[src/rtl/mem_arb_pkg.sv]
// Shared types for the memory port arbiter.
// FSM states, access owners, winner bit positions and counter width.
package mem_arb_pkg;

  typedef enum logic [1:0] {
    IDLE,
    ISSUE,
    WAIT,
    RESP
  } state_e;

  typedef enum logic [1:0] {
    OWN_NONE,
    OWN_LD,
    OWN_DATA,
    OWN_FETCH
  } owner_e;

  // Bit positions inside the one-hot winner vector.
  localparam int W_LD    = 0;
  localparam int W_DATA  = 1;
  localparam int W_FETCH = 2;

  // Starvation counter is sized for the largest legal MAX_WAIT.
  localparam int MAX_WAIT_LIM = 15;
  localparam int SCW = $clog2(MAX_WAIT_LIM + 1);

endpackage

[src/rtl/mem_arb_pick.sv]
// Fixed-priority winner select: ld > data > fetch, or ld > fetch > data
// when starve_i is set. Ports: three requests + starve flag in, one-hot win_o out.
module mem_arb_pick
  import mem_arb_pkg::*;
(
  input  logic       ld_req_i,
  input  logic       data_req_i,
  input  logic       fetch_req_i,
  input  logic       starve_i,
  output logic [2:0] win_o
);

  always_comb begin
    win_o = '0;
    if (ld_req_i)
      win_o[W_LD] = 1'b1;
    else if (starve_i && fetch_req_i)
      win_o[W_FETCH] = 1'b1;
    else if (data_req_i)
      win_o[W_DATA] = 1'b1;
    else if (fetch_req_i)
      win_o[W_FETCH] = 1'b1;
  end

endmodule

[src/rtl/mem_port_arbiter.sv]
// Shares one single-port RAM between loader, data and fetch requesters.
// Ports: ld_*/data_*/fetch_* request sides, ram_* macro side, busy_o status.
module mem_port_arbiter
  import mem_arb_pkg::*;
#(
  parameter int AW       = 11,
  parameter int DW       = 32,
  parameter int RD_LAT   = 1,
  parameter int MAX_WAIT = 3
) (
  input  logic          clk,
  input  logic          rst,
  input  logic          ld_req_i,
  input  logic [AW-1:0] ld_addr_i,
  input  logic [DW-1:0] ld_wdata_i,
  output logic          ld_gnt_o,
  input  logic          data_req_i,
  input  logic          data_we_i,
  input  logic [AW-1:0] data_addr_i,
  input  logic [DW-1:0] data_wdata_i,
  output logic          data_gnt_o,
  output logic          data_rvalid_o,
  output logic [DW-1:0] data_rdata_o,
  input  logic          fetch_req_i,
  input  logic [AW-1:0] fetch_addr_i,
  output logic          fetch_gnt_o,
  output logic          fetch_rvalid_o,
  output logic [DW-1:0] fetch_rdata_o,
  output logic [AW-1:0] ram_addr_o,
  output logic          ram_we_o,
  output logic [DW-1:0] ram_wdata_o,
  input  logic [DW-1:0] ram_rdata_i,
  output logic          busy_o
);

  // WAIT lasts RD_LAT-1 cycles; the counter is loaded with that minus one.
  localparam logic [1:0] LAT_INIT =
    (RD_LAT > 1) ? 2'(RD_LAT - 2) : 2'd0;

  state_e         state_q, state_d;
  owner_e         owner_q, owner_d;
  logic [SCW-1:0] starve_q, starve_d;
  logic [1:0]     lat_q, lat_d;
  logic [AW-1:0]  ram_addr_q, ram_addr_d;
  logic           ram_we_q, ram_we_d;
  logic [DW-1:0]  ram_wdata_q, ram_wdata_d;
  logic [DW-1:0]  d_rdata_q, d_rdata_d;
  logic [DW-1:0]  f_rdata_q, f_rdata_d;
  logic           d_rvalid_q, d_rvalid_d;
  logic           f_rvalid_q, f_rvalid_d;

  logic       any_req;
  logic       starve;
  logic [2:0] win;

  assign any_req = ld_req_i | data_req_i | fetch_req_i;
  assign starve  = (starve_q == SCW'(MAX_WAIT));

  mem_arb_pick u_pick (
    .ld_req_i    (ld_req_i),
    .data_req_i  (data_req_i),
    .fetch_req_i (fetch_req_i),
    .starve_i    (starve),
    .win_o       (win)
  );

  always_comb begin
    state_d     = state_q;
    owner_d     = owner_q;
    starve_d    = starve_q;
    lat_d       = lat_q;
    ram_addr_d  = ram_addr_q;
    ram_we_d    = ram_we_q;
    ram_wdata_d = ram_wdata_q;
    d_rdata_d   = d_rdata_q;
    f_rdata_d   = f_rdata_q;
    d_rvalid_d  = 1'b0;
    f_rvalid_d  = 1'b0;

    if (!fetch_req_i)
      starve_d = '0;

    unique case (state_q)
      IDLE, RESP: begin
        // RESP is the cycle ram_rdata is valid; rvalid follows next cycle.
        if (state_q == RESP) begin
          if (owner_q == OWN_DATA) begin
            d_rdata_d  = ram_rdata_i;
            d_rvalid_d = 1'b1;
          end else if (owner_q == OWN_FETCH) begin
            f_rdata_d  = ram_rdata_i;
            f_rvalid_d = 1'b1;
          end
        end
        if (any_req) begin
          state_d = ISSUE;
          unique case (1'b1)
            win[W_LD]: begin
              owner_d     = OWN_LD;
              ram_addr_d  = ld_addr_i;
              ram_we_d    = 1'b1;
              ram_wdata_d = ld_wdata_i;
            end
            win[W_DATA]: begin
              owner_d     = OWN_DATA;
              ram_addr_d  = data_addr_i;
              ram_we_d    = data_we_i;
              ram_wdata_d = data_wdata_i;
              if (fetch_req_i && !starve)
                starve_d = starve_q + 1'b1;
            end
            win[W_FETCH]: begin
              owner_d    = OWN_FETCH;
              ram_addr_d = fetch_addr_i;
              ram_we_d   = 1'b0;
              starve_d   = '0;
            end
            default: ;
          endcase
        end else begin
          state_d = IDLE;
          owner_d = OWN_NONE;
        end
      end
      ISSUE: begin
        ram_we_d = 1'b0;
        if (ram_we_q) begin
          state_d = IDLE;
          owner_d = OWN_NONE;
        end else if (RD_LAT == 1) begin
          state_d = RESP;
        end else begin
          state_d = WAIT;
          lat_d   = LAT_INIT;
        end
      end
      WAIT: begin
        if (lat_q == 2'd0)
          state_d = RESP;
        else
          lat_d = lat_q - 2'd1;
      end
      default: state_d = IDLE;
    endcase
  end

  always_ff @(posedge clk or posedge rst) begin
    if (rst) begin
      state_q     <= IDLE;
      owner_q     <= OWN_NONE;
      starve_q    <= '0;
      lat_q       <= '0;
      ram_addr_q  <= '0;
      ram_we_q    <= 1'b0;
      ram_wdata_q <= '0;
      d_rdata_q   <= '0;
      f_rdata_q   <= '0;
      d_rvalid_q  <= 1'b0;
      f_rvalid_q  <= 1'b0;
    end else begin
      state_q     <= state_d;
      owner_q     <= owner_d;
      starve_q    <= starve_d;
      lat_q       <= lat_d;
      ram_addr_q  <= ram_addr_d;
      ram_we_q    <= ram_we_d;
      ram_wdata_q <= ram_wdata_d;
      d_rdata_q   <= d_rdata_d;
      f_rdata_q   <= f_rdata_d;
      d_rvalid_q  <= d_rvalid_d;
      f_rvalid_q  <= f_rvalid_d;
    end
  end

  assign ld_gnt_o       = (state_q == ISSUE) && (owner_q == OWN_LD);
  assign data_gnt_o     = (state_q == ISSUE) && (owner_q == OWN_DATA);
  assign fetch_gnt_o    = (state_q == ISSUE) && (owner_q == OWN_FETCH);
  assign data_rvalid_o  = d_rvalid_q;
  assign data_rdata_o   = d_rdata_q;
  assign fetch_rvalid_o = f_rvalid_q;
  assign fetch_rdata_o  = f_rdata_q;
  assign ram_addr_o     = ram_addr_q;
  assign ram_we_o       = ram_we_q;
  assign ram_wdata_o    = ram_wdata_q;
  assign busy_o         = (state_q != IDLE);

endmodule

[config.mk]
export PLATFORM = sky130hd
export DESIGN_NAME = mem_port_arbiter
export DESIGN_NICKNAME = d
export VERILOG_FILES = /design/src/rtl/mem_arb_pkg.sv /design/src/rtl/mem_arb_pick.sv /design/src/rtl/mem_port_arbiter.sv
export SDC_FILE = /design/constraint.sdc
export NUM_CORES = 1
export LEC_CHECK = 0
export CAP_MARGIN = 10
export CORE_ASPECT_RATIO = 1.2
export CORE_MARGIN = 2
export CORE_UTILIZATION = 43
export CTS_BUF_LIST = sky130_fd_sc_hd__clkbuf_4 sky130_fd_sc_hd__clkbuf_8
export CTS_CLUSTER_DIAMETER = 30
export DETAILED_ROUTE_END_ITERATION = 12
export GPL_ROUTABILITY_DRIVEN = 0
export GPL_TIMING_DRIVEN = 0
export PLACE_DENSITY_LB_ADDON = 0.1
export SLEW_MARGIN = 20
export SYNTH_ARGS = -nofsm -noshare
export SYNTH_HDL_FRONTEND = slang
export SYNTH_HIERARCHICAL = 1
export SYNTH_SLANG_ARGS = --single-unit
[constraint.sdc]
create_clock -name clk -period 4.4 [get_ports clk]
set_clock_uncertainty 0.2 [all_clocks]
set_input_delay 0.66 -clock clk [delete_from_list [all_inputs] [get_ports clk]]
set_output_delay 0.66 -clock clk [all_outputs]
set_load 0.02 [all_outputs]
==> summary.txt, run 1 <==
Global routing
  • Most Crowded Layer GR: met2
  • Vias in the first global route: 4500
  • Initial antenna violation count: 0
  • Largest net degree at the start of global routing: 80
  • Grt met3 use: 0.0740
  • First-pass GRT wire length: 22300 µm
  • Gr ovfl total: 0
  • Met1 usage: 0.239
  • GRT Total Usage: 0.209
  • Grt met2 use: 0.362

Final layout
  • Commonest non-fill, non-tap cell in the layout: clkdlybuf4s50_1
  • Final net count: 800
  • Most frequent cells in the layout: clkdlybuf4s50_1, dfrtp_1, mux2_2
  • Fraction of layout cells with a size suffix above 1: 0.276
  • Final Non-Filler Cells: 835
  • Number of diodes: 0
  • P&R area growth vs syn: 56.5%

Yosys
  • Post-synthesis cell area: 5450 µm²
  • Primary FF master, synth: dfrtp_1
  • Mean Syn Cell Area: 14.0 µm²
  • Seq cells post-synth: 120
  • Synth Instances: 390
  • EDFF count, synth: 0
  • Distinct cells, synth: 40
  • Post-synth net total: 532
  • YS warnings: 6
  • Sequential cell area fraction in the yosys report: 0.551
  • Asr flop ratio synth: 1.00

Power
  • Internal Power: 0.00332 W
  • Leakage: 3.66 nW
  • Pwr dens: 611 nW/µm²
  • Gate power share: 0.490
  • NetSw: 0.00189 W
  • VDD IR max: 0.310 mV
  • Switching portion of total power: 0.363
  • Clock share of power: 0.170
  • Sequential group share of total power: 0.340

Die
  • Overall die height: 127 µm
  • Die ar.: 13600 µm²
  • Starting density of the core: 0.436
  • I/O Pins: 249
  • Core ar.: 12500 µm²
  • Row count: 45
  • Die width: 107 µm

STA
  • Hold Worst Slack: 0.278 ns
  • Final Max Tran Viols: 0
  • Post-route minimum period: 2.97 ns
  • Crit share post-route: 0.676
  • Relative slew slack: 0.471
  • Setup TNS: 0 ns
  • RSZ-0062 raised after global routing: false
  • Final Hold Viols: 0
  • Final setup margin: 1.43 ns
  • Max frequency: 0.336 GHz
  • Endpoints failing setup: 0
  • Worst slew pin tran: 0.792 ns

CTS
  • Clk buf depth: 2
  • Clk_lat worst skew: 0.42 ns
  • CTS tree: yes
  • Worst-path clk slew: 0.07 ns
  • Post-CTS Setup Inserts: 0
  • Total CTS buffers: 17
  • Root Buffer: clkbuf_8
  • CTS H-tree lvls: 4
  • Post-cts hold buffer count: 0
  • Sink Count: 120
  • Post_cts resized: 0

Worst setup path
  • Worst reg2reg setup slack: 1.51 ns
  • Worst-path maximum fanout: 5
  • Worst EP required: 3.54 ns
  • Worst r2r src: starve_q[0]
  • CP startpoint kind: register
  • R2R depth: 9
  • Kind of critical path: reg2out
  • WP data arrival: 2.11 ns
  • Worst R2R End: ram_addr_o[3]
  • CP endpoint kind: primary output
  • End of the critical path: ld_gnt_o
  • CP startpoint: state_q[1]

Place
  • Detailed Place HPWL: 10400 µm
  • Placed cells: 803
  • Place WS: 1.20 ns
  • Number of buffers added on ports: 248

Drt
  • ANT nets after route: 0
  • Initial DRC count: 113
  • DRC viols: 0
  • Via Count: 4112
  • Wire length per cell: 16.4 µm
  • First-pass iteration count of the detailed router: 4
  • Total wire length: 13700 µm
  • Vias/cell: 4.92

Outcome
  • Status: finished, final reports clean

Flow run
  • Max Cap Viol: 0

Worst hold path
  • HP Class: reg2reg
  • Worst hold start: lat_q[0]
## cells in the mapped netlist (3+ instances only)
| library cell | n | share of area |
|---|---|---|
| a21oi_1 | 13 | 0.012 |
| a22o_1 | 11 | 0.018 |
| buf_2 | 8 | 0.0074 |
| buf_4 | 5 | 0.0069 |
| buf_6 | 3 | 0.0062 |
| clkbuf_1 | 4 | 0.0028 |
| dfrtp_1 | 120 | 0.55 |
| ha_1 | 7 | 0.016 |
| inv_1 | 25 | 0.017 |
| mux2_2 | 118 | 0.24 |
| mux2_4 | 10 | 0.028 |
| mux2i_1 | 15 | 0.028 |
| nand2_1 | 8 | 0.0055 |
| nor2_1 | 7 | 0.0048 |
| nor2b_1 | 3 | 0.0034 |
| nor3_4 | 3 | 0.0090 |
| o21ai_0 | 3 | 0.0028 |
| o22ai_1 | 4 | 0.0046 |
## kinds of logic (layout without fill, tap and decap cells)
kind of cell	after synthesis	after routing	synth area share
flops	120	120	0.551
xor+xnor	1	1	0.00161
simple gates	33	33	0.0386
mux	144	144	0.301
fa+ha+maj	7	7	0.0161
compound gates	40	40	0.0508
buf+inv	45	326	0.0404
## cell type report
cell class                      instances  area, µm²
Fill cell                             983       3980
Inverter                               25       98.8
Clock buffer                           18        241
Timing Repair Buffer                  249       2510
Buffer                                 20        126
Sequential cell                       120       3000
Tap cell                              164        205
Clock inverter                         14        116
Multi-Input combinational cell        225       2220
## power groups by stage
stage | clock (W) | sequential [W] | combinational [W]
5_1_grt | 0.000975 | 0.00183 | 0.00271
2_1_floorplan | 0 | 0.00230 | 0.000851
6_report | 0.000887 | 0.00177 | 0.00255
3_5_place_dp | 0 | 0.00179 | 0.00258
3_3_place_gp | 0 | 0.00177 | 0.00253
4_1_cts | 0.000921 | 0.00178 | 0.00259
## registers in the layout (all words and copies together) (netlist names)
register,cells
fetch_rvalid_o,1
owner_q,2
ram_we_o,1
data_rdata_o,32
data_rvalid_o,1
ram_wdata_o,32
state_q,2
fetch_rdata_o,32
ram_addr_o,11
lat_q,2
starve_q,4
## metal layers
layer	vias up	routed length, µm
met3	18	1210
met2	173	6840
li1	1924	-
met1	1997	5330
met5	-	0
met4	0	270
## worst min path at each step
stage	endpoint	slack (ns)	cells after the start
floorplan	lat_q[0]	0.25	1
CTS	lat_q[0]	0.28	1
finish	lat_q[0]	0.28	1
global placement	lat_q[0]	0.26	1
global route	lat_q[1]	0.30	2
detailed placement	lat_q[0]	0.27	1
## critical path: stages (launching register included)
cell	delay, ns
dfrtp_1	0.42
inv_1	0.11
ha_1	0.24
inv_1	0.10
nor3_1	0.18
clkdlybuf4s50_1	0.65
## stage by stage
stage | util | total power (W) | cell area, µm²
after floorplan | - | 0.00315 | 5450
after global placement | 0.651 | 0.00430 | 8130
after detailed placement | 0.653 | 0.00437 | 8170
after CTS | 0.682 | 0.00529 | 8520
after global routing | 0.682 | 0.00552 | 8520
final | 0.682 | 0.00521 | 8520
Power figures use the tool's default switching activity.
==> run 2: changes to the inputs <==
Settings changed: CORE_UTILIZATION 43 to 39.
Clock period 4.4 ns to 2.65 ns, I/O delays scaled along.
==> summary.txt, run 2 (synthesis results as in run 1) <==
Outcome
  • Status: finished, final reports clean (unchanged)

Drt
  • ANT nets after route: 0 (unchanged)
  • Initial DRC count: 84 (was 113)
  • Wire length per cell: 16.8 µm (was 16.4 µm)
  • Total wire length: 14200 µm (was 13700 µm)
  • DRC viols: 0 (unchanged)
  • Vias/cell: 4.91 (was 4.92)
  • First-pass iteration count of the detailed router: 4 (unchanged)
  • Via Count: 4153 (was 4112)

CTS
  • Clk_lat worst skew: 0.42 ns (about the same)
  • Worst-path clk slew: 0.08 ns (was 0.07 ns)
  • CTS tree: yes (unchanged)
  • CTS H-tree lvls: 4 (unchanged)
  • Total CTS buffers: 17 (unchanged)
  • Clk buf depth: 2 (unchanged)
  • Sink Count: 120 (unchanged)
  • Root Buffer: clkbuf_8 (unchanged)

Die
  • I/O Pins: 249 (unchanged)
  • Core ar.: 13700 µm² (was 12500 µm²)
  • Starting density of the core: 0.397 (was 0.436)
  • Overall die height: 133 µm (was 127 µm)
  • Die width: 112 µm (was 107 µm)
  • Die ar.: 14900 µm² (was 13600 µm²)
  • Row count: 47 (was 45)

Final layout
  • Final net count: 804 (was 800)
  • FF/Latch Area: 3000 µm² (unchanged)
  • Fillcell total: 1115 (was 983)
  • Most frequent cells in the layout: clkdlybuf4s50_1, dfrtp_1, mux2_2 (unchanged)
  • Fraction of layout cells with a size suffix above 1: 0.289 (was 0.276)
  • Footprint of the multi-input gates: 2240 µm² (was 2220 µm²)
  • Number of diodes: 0 (unchanged)
  • Commonest non-fill, non-tap cell in the layout: clkdlybuf4s50_1 (unchanged)
  • P&R area growth vs syn: 59.7% (was 56.5%)

STA
  • Setup TNS: 0 ns (unchanged)
  • Hold Worst Slack: 0.184 ns (was 0.278 ns)
  • Max frequency: 0.396 GHz
  • Post-route minimum period: 2.52 ns
  • Final setup margin: 0.127 ns (was 1.43 ns)
  • Crit share post-route: 0.952
  • Relative slew slack: 0.598 (was 0.471)
  • Final Hold Viols: 0 (unchanged)
  • Worst slew pin tran: 0.601 ns (was 0.792 ns)
  • Endpoints failing setup: 0 (unchanged)
  • Final Max Tran Viols: 0 (unchanged)

Power
  • Internal Power: 0.00581 W (was 0.00332 W)
  • Switching portion of total power: 0.353 (was 0.363)
  • VDD IR max: 0.658 mV (was 0.310 mV)
  • Sequential group share of total power: 0.328 (was 0.340)
  • Clock share of power: 0.199 (was 0.170)
  • Gate power share: 0.474 (was 0.490)
  • NetSw: 0.00317 W (was 0.00189 W)
  • Pwr dens: 1030 nW/µm² (was 611 nW/µm²)
  • Leakage: 3.77 nW (was 3.66 nW)
  • Overall power: 0.00898 W (was 0.00521 W)

Place
  • Place WS: -0.302 ns (was 1.20 ns)
  • Number of buffers added on ports: 248 (unchanged)
  • Detailed Place HPWL: 10900 µm (was 10400 µm)

Global routing
  • GRT Total Usage: 0.195 (was 0.209)
  • Initial antenna violation count: 0 (unchanged)
  • Vias in the first global route: 4622 (was 4500)
  • Gr ovfl total: 0 (unchanged)
  • First-pass GRT wire length: 23100 µm (was 22300 µm)
  • Largest net degree at the start of global routing: 28 (was 80)

Flow run
  • Max Cap Viol: 0 (unchanged)

Worst setup path
  • CP startpoint kind: register (unchanged)
  • Kind of critical path: reg2reg (was reg2out)
  • CP endpoint kind: register (was primary output)
  • Worst-path maximum fanout: 10 (was 5)
  • Worst EP required: 2.75 ns (was 3.54 ns)
  • WP data arrival: 2.62 ns (was 2.11 ns)

Worst hold path
  • HP Class: in2async (was reg2reg)
run 2: cell count changes in the layout (fill, tap and decap cells not counted), moves of 2 or more:
cell,previous run,this run
buf_12,0,3
buf_2,8,5
buf_4,5,7
bufinv_16,0,3
clkbuf_1,4,1
clkbuf_2,0,3
clkbuf_4,1,3
clkdlybuf4s50_1,248,245
dlymetal6s2s_1,0,2
run 2: area by class of cell:
| cell class | count | share of cell area |
|---|---|---|
| flip-flops and latches | 120 | 0.345 |
| repair buffers | 253 | 0.297 |
| multi-input cells | 225 | 0.257 |
| clock buffers | 18 | 0.0278 |
| well taps | 171 | 0.0246 |
| clock inverters | 14 | 0.0212 |
| plain buffers | 20 | 0.0158 |
| inverters | 25 | 0.0112 |
run 2: worst paths after layout:
kind,startpoint,to,slack [ns],cells after the start
max in group asynchronous,rst,ram_addr_o[4],1.33,4
worst min-delay path,rst,fetch_rdata_o[8],0.18,2
worst max-delay path,starve_q[0],ram_wdata_o[18],0.13,9
worst min register to register,lat_q[0],lat_q[0],0.28,1
worst max register to register,starve_q[0],ram_wdata_o[18],0.13,9
min in group clk,lat_q[0],lat_q[0],0.28,1
run 2: timing repair:
item / CTS / global route
endpoints found under the setup margin: 43 / 45
pin swaps: 0 / 1
resized for setup: 5 / 9
hold buffers: 0 / 0
setup buffers: 0 / 1
run 2: per-layer routing:
metal | global-route usage | part of all wire | up-vias
li1 | - | - | 1925
met1 | 0.214 | 0.38 | 2041
met2 | 0.341 | 0.52 | 167
met3 | 0.0810 | 0.088 | 20
met4 | 0.0658 | 0.019 | 0
met5 | 0 | 0 | -
run 2: power groups by stage:
stage          Combinational [W]  Sequential [W]  Clock (W)
6_report                 0.00425         0.00294    0.00178
5_1_grt                  0.00451         0.00304    0.00191
4_1_cts                  0.00430         0.00295    0.00183
3_5_place_dp             0.00428         0.00298          0
3_3_place_gp             0.00422         0.00294          0
2_1_floorplan            0.00141         0.00381          0
run 2: worst max-delay path, cell delays in order (launching register included):
cell	delay (ns)
dfrtp_1	0.44
ha_1	0.25
nor3b_4	0.18
a211oi_2	0.23
buf_4	0.18
nor2_1	0.08
nor3_4	0.16
buf_4	0.17
buf_6	0.18
mux2_4	0.31
run 2: stage by stage:
stage | std cells | utilization | instance area [µm²]
floorplan | 390 | - | 5450
global route | 846 | 0.635 | 8700
CTS | 845 | 0.633 | 8670
finish | 846 | 0.635 | 8700
detailed placement | 813 | 0.601 | 8230
global placement | 809 | 0.595 | 8150
==> run 3: changes to the inputs <==
--- a/config.mk
+++ b/config.mk
@@ -22 +22,2 @@
 export SYNTH_SLANG_ARGS = --single-unit
+export TNS_END_PERCENT = 100
--- a/constraint.sdc
+++ b/constraint.sdc
@@ -4,2 +4,2 @@
 set_output_delay 0.3975 -clock clk [all_outputs]
-set_load 0.02 [all_outputs]
+set_load 0.01 [all_outputs]
==> summary.txt, run 3 (synthesis results as in run 1) <==
Die
  • Core ar.: 13700 µm² (unchanged)
  • Starting density of the core: 0.397 (unchanged)
  • Overall die height: 133 µm (unchanged)
  • Die width: 112 µm (unchanged)
  • Row count: 47 (unchanged)
  • Die ar.: 14900 µm² (unchanged)
  • I/O Pins: 249 (unchanged)

Drt
  • First-pass iteration count of the detailed router: 5 (was 4)
  • Wire length per cell: 16.8 µm (about the same)
  • Routed length on met1: 5380 µm (was 5350 µm)
  • Vias/cell: 4.90 (was 4.91)
  • ANT nets after route: 0 (unchanged)
  • DRC viols: 0 (unchanged)
  • Via Count: 4144 (was 4153)
  • Initial DRC count: 99 (was 84)
  • WL met3: 1260 µm (was 1250 µm)
  • Met2 WL post-DR: 7260 µm (was 7370 µm)
  • Total wire length: 14200 µm (about the same)
  • Top Layer Used: met4 (unchanged)

STA
  • Relative slew slack: 0.598 (unchanged)
  • Final Hold Viols: 0 (unchanged)
  • Crit share post-route: 0.952 (about the same)
  • Post-route minimum period: 2.52 ns (about the same)
  • Endpoints failing setup: 0 (unchanged)
  • Max frequency: 0.397 GHz (was 0.396 GHz)
  • Setup TNS: 0 ns (unchanged)
  • Worst slew pin tran: 0.601 ns (unchanged)
  • Final Max Tran Viols: 0 (unchanged)
  • Final setup margin: 0.128 ns (was 0.127 ns)
  • RSZ-0062 raised after global routing: false

CTS
  • CTS H-tree lvls: 4 (unchanged)
  • CTS tree: yes (unchanged)
  • Worst-path clk slew: 0.08 ns (about the same)
  • Root Buffer: clkbuf_8 (unchanged)
  • Post-cts hold buffer count: 0 (unchanged)
  • Sink Count: 120 (unchanged)
  • Clk_lat worst skew: 0.43 ns (was 0.42 ns)
  • Total CTS buffers: 17 (unchanged)
  • Clk buf depth: 2 (unchanged)

Global routing
  • Largest net degree at the start of global routing: 28 (unchanged)
  • Initial antenna violation count: 0 (unchanged)
  • GRT Total Usage: 0.195 (unchanged)
  • Gr ovfl total: 0 (unchanged)
  • First-pass GRT wire length: 23100 µm (unchanged)
  • Vias in the first global route: 4622 (unchanged)

Worst setup path
  • Crit path max-delay cell type: dfrtp_1 (unchanged)
  • WP data arrival: 2.62 ns (about the same)
  • Worst Path Buf+Inv: 3 (unchanged)
  • CP peak stage delay: 0.43 ns (was 0.44 ns)
  • Worst-path maximum fanout: 10 (unchanged)
  • CP endpoint kind: register (unchanged)
  • CP startpoint kind: register (unchanged)
  • CP delay by family, top: buffers and inverters (unchanged)
  • Crit-path most repeated cell: buf_4 (unchanged)
  • Worst EP required: 2.75 ns (about the same)
  • CP cell instances: ha_1 > nor3b_4 > a211oi_2 > buf_4 > nor2_1 > nor3_4 > buf_4 > buf_6 > mux2_4 (unchanged)
  • Kind of critical path: reg2reg (unchanged)

Final layout
  • Fraction of layout cells with a size suffix above 1: 0.290 (was 0.289)
  • Number of diodes: 0 (unchanged)
  • Final net count: 804 (unchanged)
  • Commonest non-fill, non-tap cell in the layout: clkdlybuf4s50_1 (unchanged)
  • Most frequent cells in the layout: clkdlybuf4s50_1, dfrtp_1, mux2_2 (unchanged)
  • P&R area growth vs syn: 59.6% (was 59.7%)

Place
  • Detailed Place HPWL: 10900 µm (unchanged)
  • Number of buffers added on ports: 248 (unchanged)
  • Place WS: -0.302 ns (unchanged)

Power
  • Pwr dens: 969 nW/µm² (was 1030 nW/µm²)
  • Leakage: 3.73 nW (was 3.77 nW)
  • Overall power: 0.00842 W (was 0.00898 W)
  • VDD IR max: 0.609 mV (was 0.658 mV)

Outcome
  • Status: finished, final reports clean (unchanged)

Flow run
  • Max Cap Viol: 0 (unchanged)

Worst hold path
  • HP Class: in2async (unchanged)
[run 3: changes by cell type in the layout (fill, tap and decap cells not counted)]
cell             before  now
ha_1                  7    6
dlymetal6s2s_1        2    0
clkdlybuf4s50_1     245  247
ha_2                  0    1
[run 3: layout make-up]
cell class              instances  area (µm²)
fillers                      1112        5010
flip-flops and latches        120        3000
repair buffers                253        2580
multi-input cells             225        2240
clock buffers                  18         241
well taps                     171         214
clock inverters                14         184
plain buffers                  20         138
inverters                      25        97.6
[run 3: repair_timing]
item,in CTS,in global routing
gates cloned,0,0
setup buffers,0,1
resized for setup,5,8
endpoints found under the setup margin,43,45
pin swaps,0,1
[run 3: worst paths after layout]
path | start | to | slack (ns) | depth (start not counted)
setup reg to reg | starve_q[0] | ram_wdata_o[18] | 0.13 | 9
max in group asynchronous | rst | ram_addr_o[4] | 1.33 | 4
setup / recovery | starve_q[0] | ram_wdata_o[18] | 0.13 | 9
hold / removal | rst | fetch_rdata_o[8] | 0.18 | 2
hold reg to reg | lat_q[0] | lat_q[0] | 0.28 | 1
min in group clk | lat_q[0] | lat_q[0] | 0.28 | 1
[run 3: per-layer routing]
metal,track usage,vias up
met5,0,-
met3,0.0810,20
met2,0.341,175
li1,-,1923
met4,0.0658,0
met1,0.214,2026
[run 3: where the power goes]
| part | internal, W | leakage [nW] | switching (W) |
|---|---|---|---|
| registers | 0.00256 | 1.48 | 0.000385 |
| clock network | 0.000965 | 0.209 | 0.000820 |
| logic | 0.00229 | 2.04 | 0.00141 |
| total | 0.00581 | 3.73 | 0.00262 |
[run 3: metrics by stage]
stage	hold WS (ns)	instances	area (µm²)	utilization
after floorplan	0.246	390	5450	-
after global placement	0.262	809	8150	0.595
after detailed placement	0.265	813	8230	0.601
after CTS	0.177	845	8670	0.633
after global routing	0.203	846	8690	0.634
final	0.183	846	8690	0.634
==> edit, RTL diff (settings of run 1) <==
Re-encode `owner_e` (4 values) as one-hot, 4 bits wide.
--- a/src/rtl/mem_arb_pkg.sv
+++ b/src/rtl/mem_arb_pkg.sv
@@ -11,7 +11,7 @@
 
-  typedef enum logic [1:0] {
-    OWN_NONE,
-    OWN_LD,
-    OWN_DATA,
-    OWN_FETCH
+  typedef enum logic [3:0] {
+    OWN_NONE  = 4'b0001,
+    OWN_LD    = 4'b0010,
+    OWN_DATA  = 4'b0100,
+    OWN_FETCH = 4'b1000
   } owner_e;
Formal check against the unedited RTL: same outputs for any inputs over 4 cycles, from zero or initial values and one cycle with rst high; so few cycles prove little.
==> edit against run 1 <==
  * Worst setup slack lost 140 ps
  * Cell area up 1.8%
  * Largest power group unchanged
  * Register-to-register slack got worse by 40 ps
  * Sequential cell count increased by 2
  * Total power is 4.3% lower
  * Combinational power down 14%
  * Synthesized area increased by 1.5%
  * Routed wire length up 4.8%
==> edit: results (changes against run 1) <==
[logic_synthesis]
synth_compound_area_frac=0.0538  ; +0.00308
synth.distinct_cells=41  ; +2.5%
synth_area_leaders=sky130_fd_sc_hd__dfrtp_1 55%, sky130_fd_sc_hd__mux2_2 26%, sky130_fd_sc_hd__mux2i_1 2.7%
seq_area_frac_synth=0.552  ; +0.000919
xor_xnor_share_of_the_synthesized_area=0.00158  ; -0.0000244
library_cell_with_the_highest_instance_count_after_synthesis=sky130_fd_sc_hd__mux2_2
net_count_synth=537  ; +0.94%
post_synth_top_cells=126 x sky130_fd_sc_hd__mux2_2, 121 x sky130_fd_sc_hd__dfrtp_1, 24 x sky130_fd_sc_hd__inv_1, 15 x sky130_fd_sc_hd__mux2i_1, 14 x sky130_fd_sc_hd__a22o_1
synth_cells=395  ; +1.3%
share_of_synthesized_area_spent_on_multiplexers=0.288  ; -0.0134
synth_fa_ha_area_frac=0.0158  ; -0.000244

[global_routing]
grtUsageTotal=0.213  ; +0.00413
grt_first_pass_wirelength_mm=22.6  ; +1.3%
first_global_vias=4608  ; +2.4%
grt_start_max_net_pins=68  ; -15%
antenna_violations_before_repair=0  ; unchanged

[clocking]
tritoncts.num_buffers=17  ; unchanged
cts.repair_timing.setup_buffer_count=0  ; unchanged
clk-insertion-delay-late_ps=430

[critical_path]
crit_path_max_incr_delay_ps=670  ; +20 ps
worst-endpoint-arrival_ps=2250  ; +140 ps
path_max_fanout=6  ; +1
timing.critical_path.from=state_q[1]$_DFFE_PP0N_
crit-reg2reg-capture=ram_addr_o[4]$_DFFE_PP0P_
worst-r2r-setup-slack_ps=1470  ; -40 ps

[run_status]
status=finished clean

[placement]
place_worst_setup_slack_ps=1220  ; +22.7 ps
place_inst=808  ; +0.62%
detailed_place_hpwl_mm=10.7  ; +2.7%
detailed_place.area_mm2=0.00825  ; +1.0%

[route]
first_iter_violations=67  ; -41%
post_drt_wl_per_cell_um=17.1  ; +4.4%
vias=4192  ; +1.9%
viasPerCell=5.00  ; +1.6%

[hold_path]
hp-start=lat_q[0]$_DFFE_PP0P_
whs_path_depth=1  ; unchanged

[timing]
slew-limit-headroom=0.544  ; +0.0725
final.hold.worst_slack_ps=275  ; -2.85 ps
layout_min_cycle_time_ps=3110  ; +136 ps

[power]
p_switching_mw=1.69  ; -11%
vdd_drop_max_uv=415  ; +34%
cellLeakagePower_nw=3.66  ; about the same

[layout]
layout-drive-gt1-share=0.273  ; -0.00271

==> edit: power by group through the flow <==
| stage | Combinational, mW | Sequential [mW] | Clock, mW |
|---|---|---|---|
| 6_report | 2.20 | 1.71 | 1.09 |
| 4_1_cts | 2.23 | 1.71 | 1.11 |
| 2_1_floorplan | 0.747 | 2.14 | 0 |
| 3_5_place_dp | 2.21 | 1.72 | 0 |
| 5_1_grt | 2.34 | 1.76 | 1.16 |
| 3_3_place_gp | 2.18 | 1.70 | 0 |
==> edit: cell type report <==
type | instances | area (µm²)
multi-input cells | 229 | 2230
clock inverters | 11 | 171
well taps | 164 | 205
repair buffers | 249 | 2510
inverters | 24 | 95.1
clock buffers | 19 | 255
plain buffers | 20 | 155
fillers | 951 | 3940
flip-flops and latches | 122 | 3050
==> edit: metal layers <==
layer,up-vias,global-route usage,part of all wire
li1,1939,-,-
met1,2070,0.229,0.38
met2,170,0.372,0.52
met3,13,0.0941,0.098
met4,0,0.0724,0.0096
met5,-,0,0
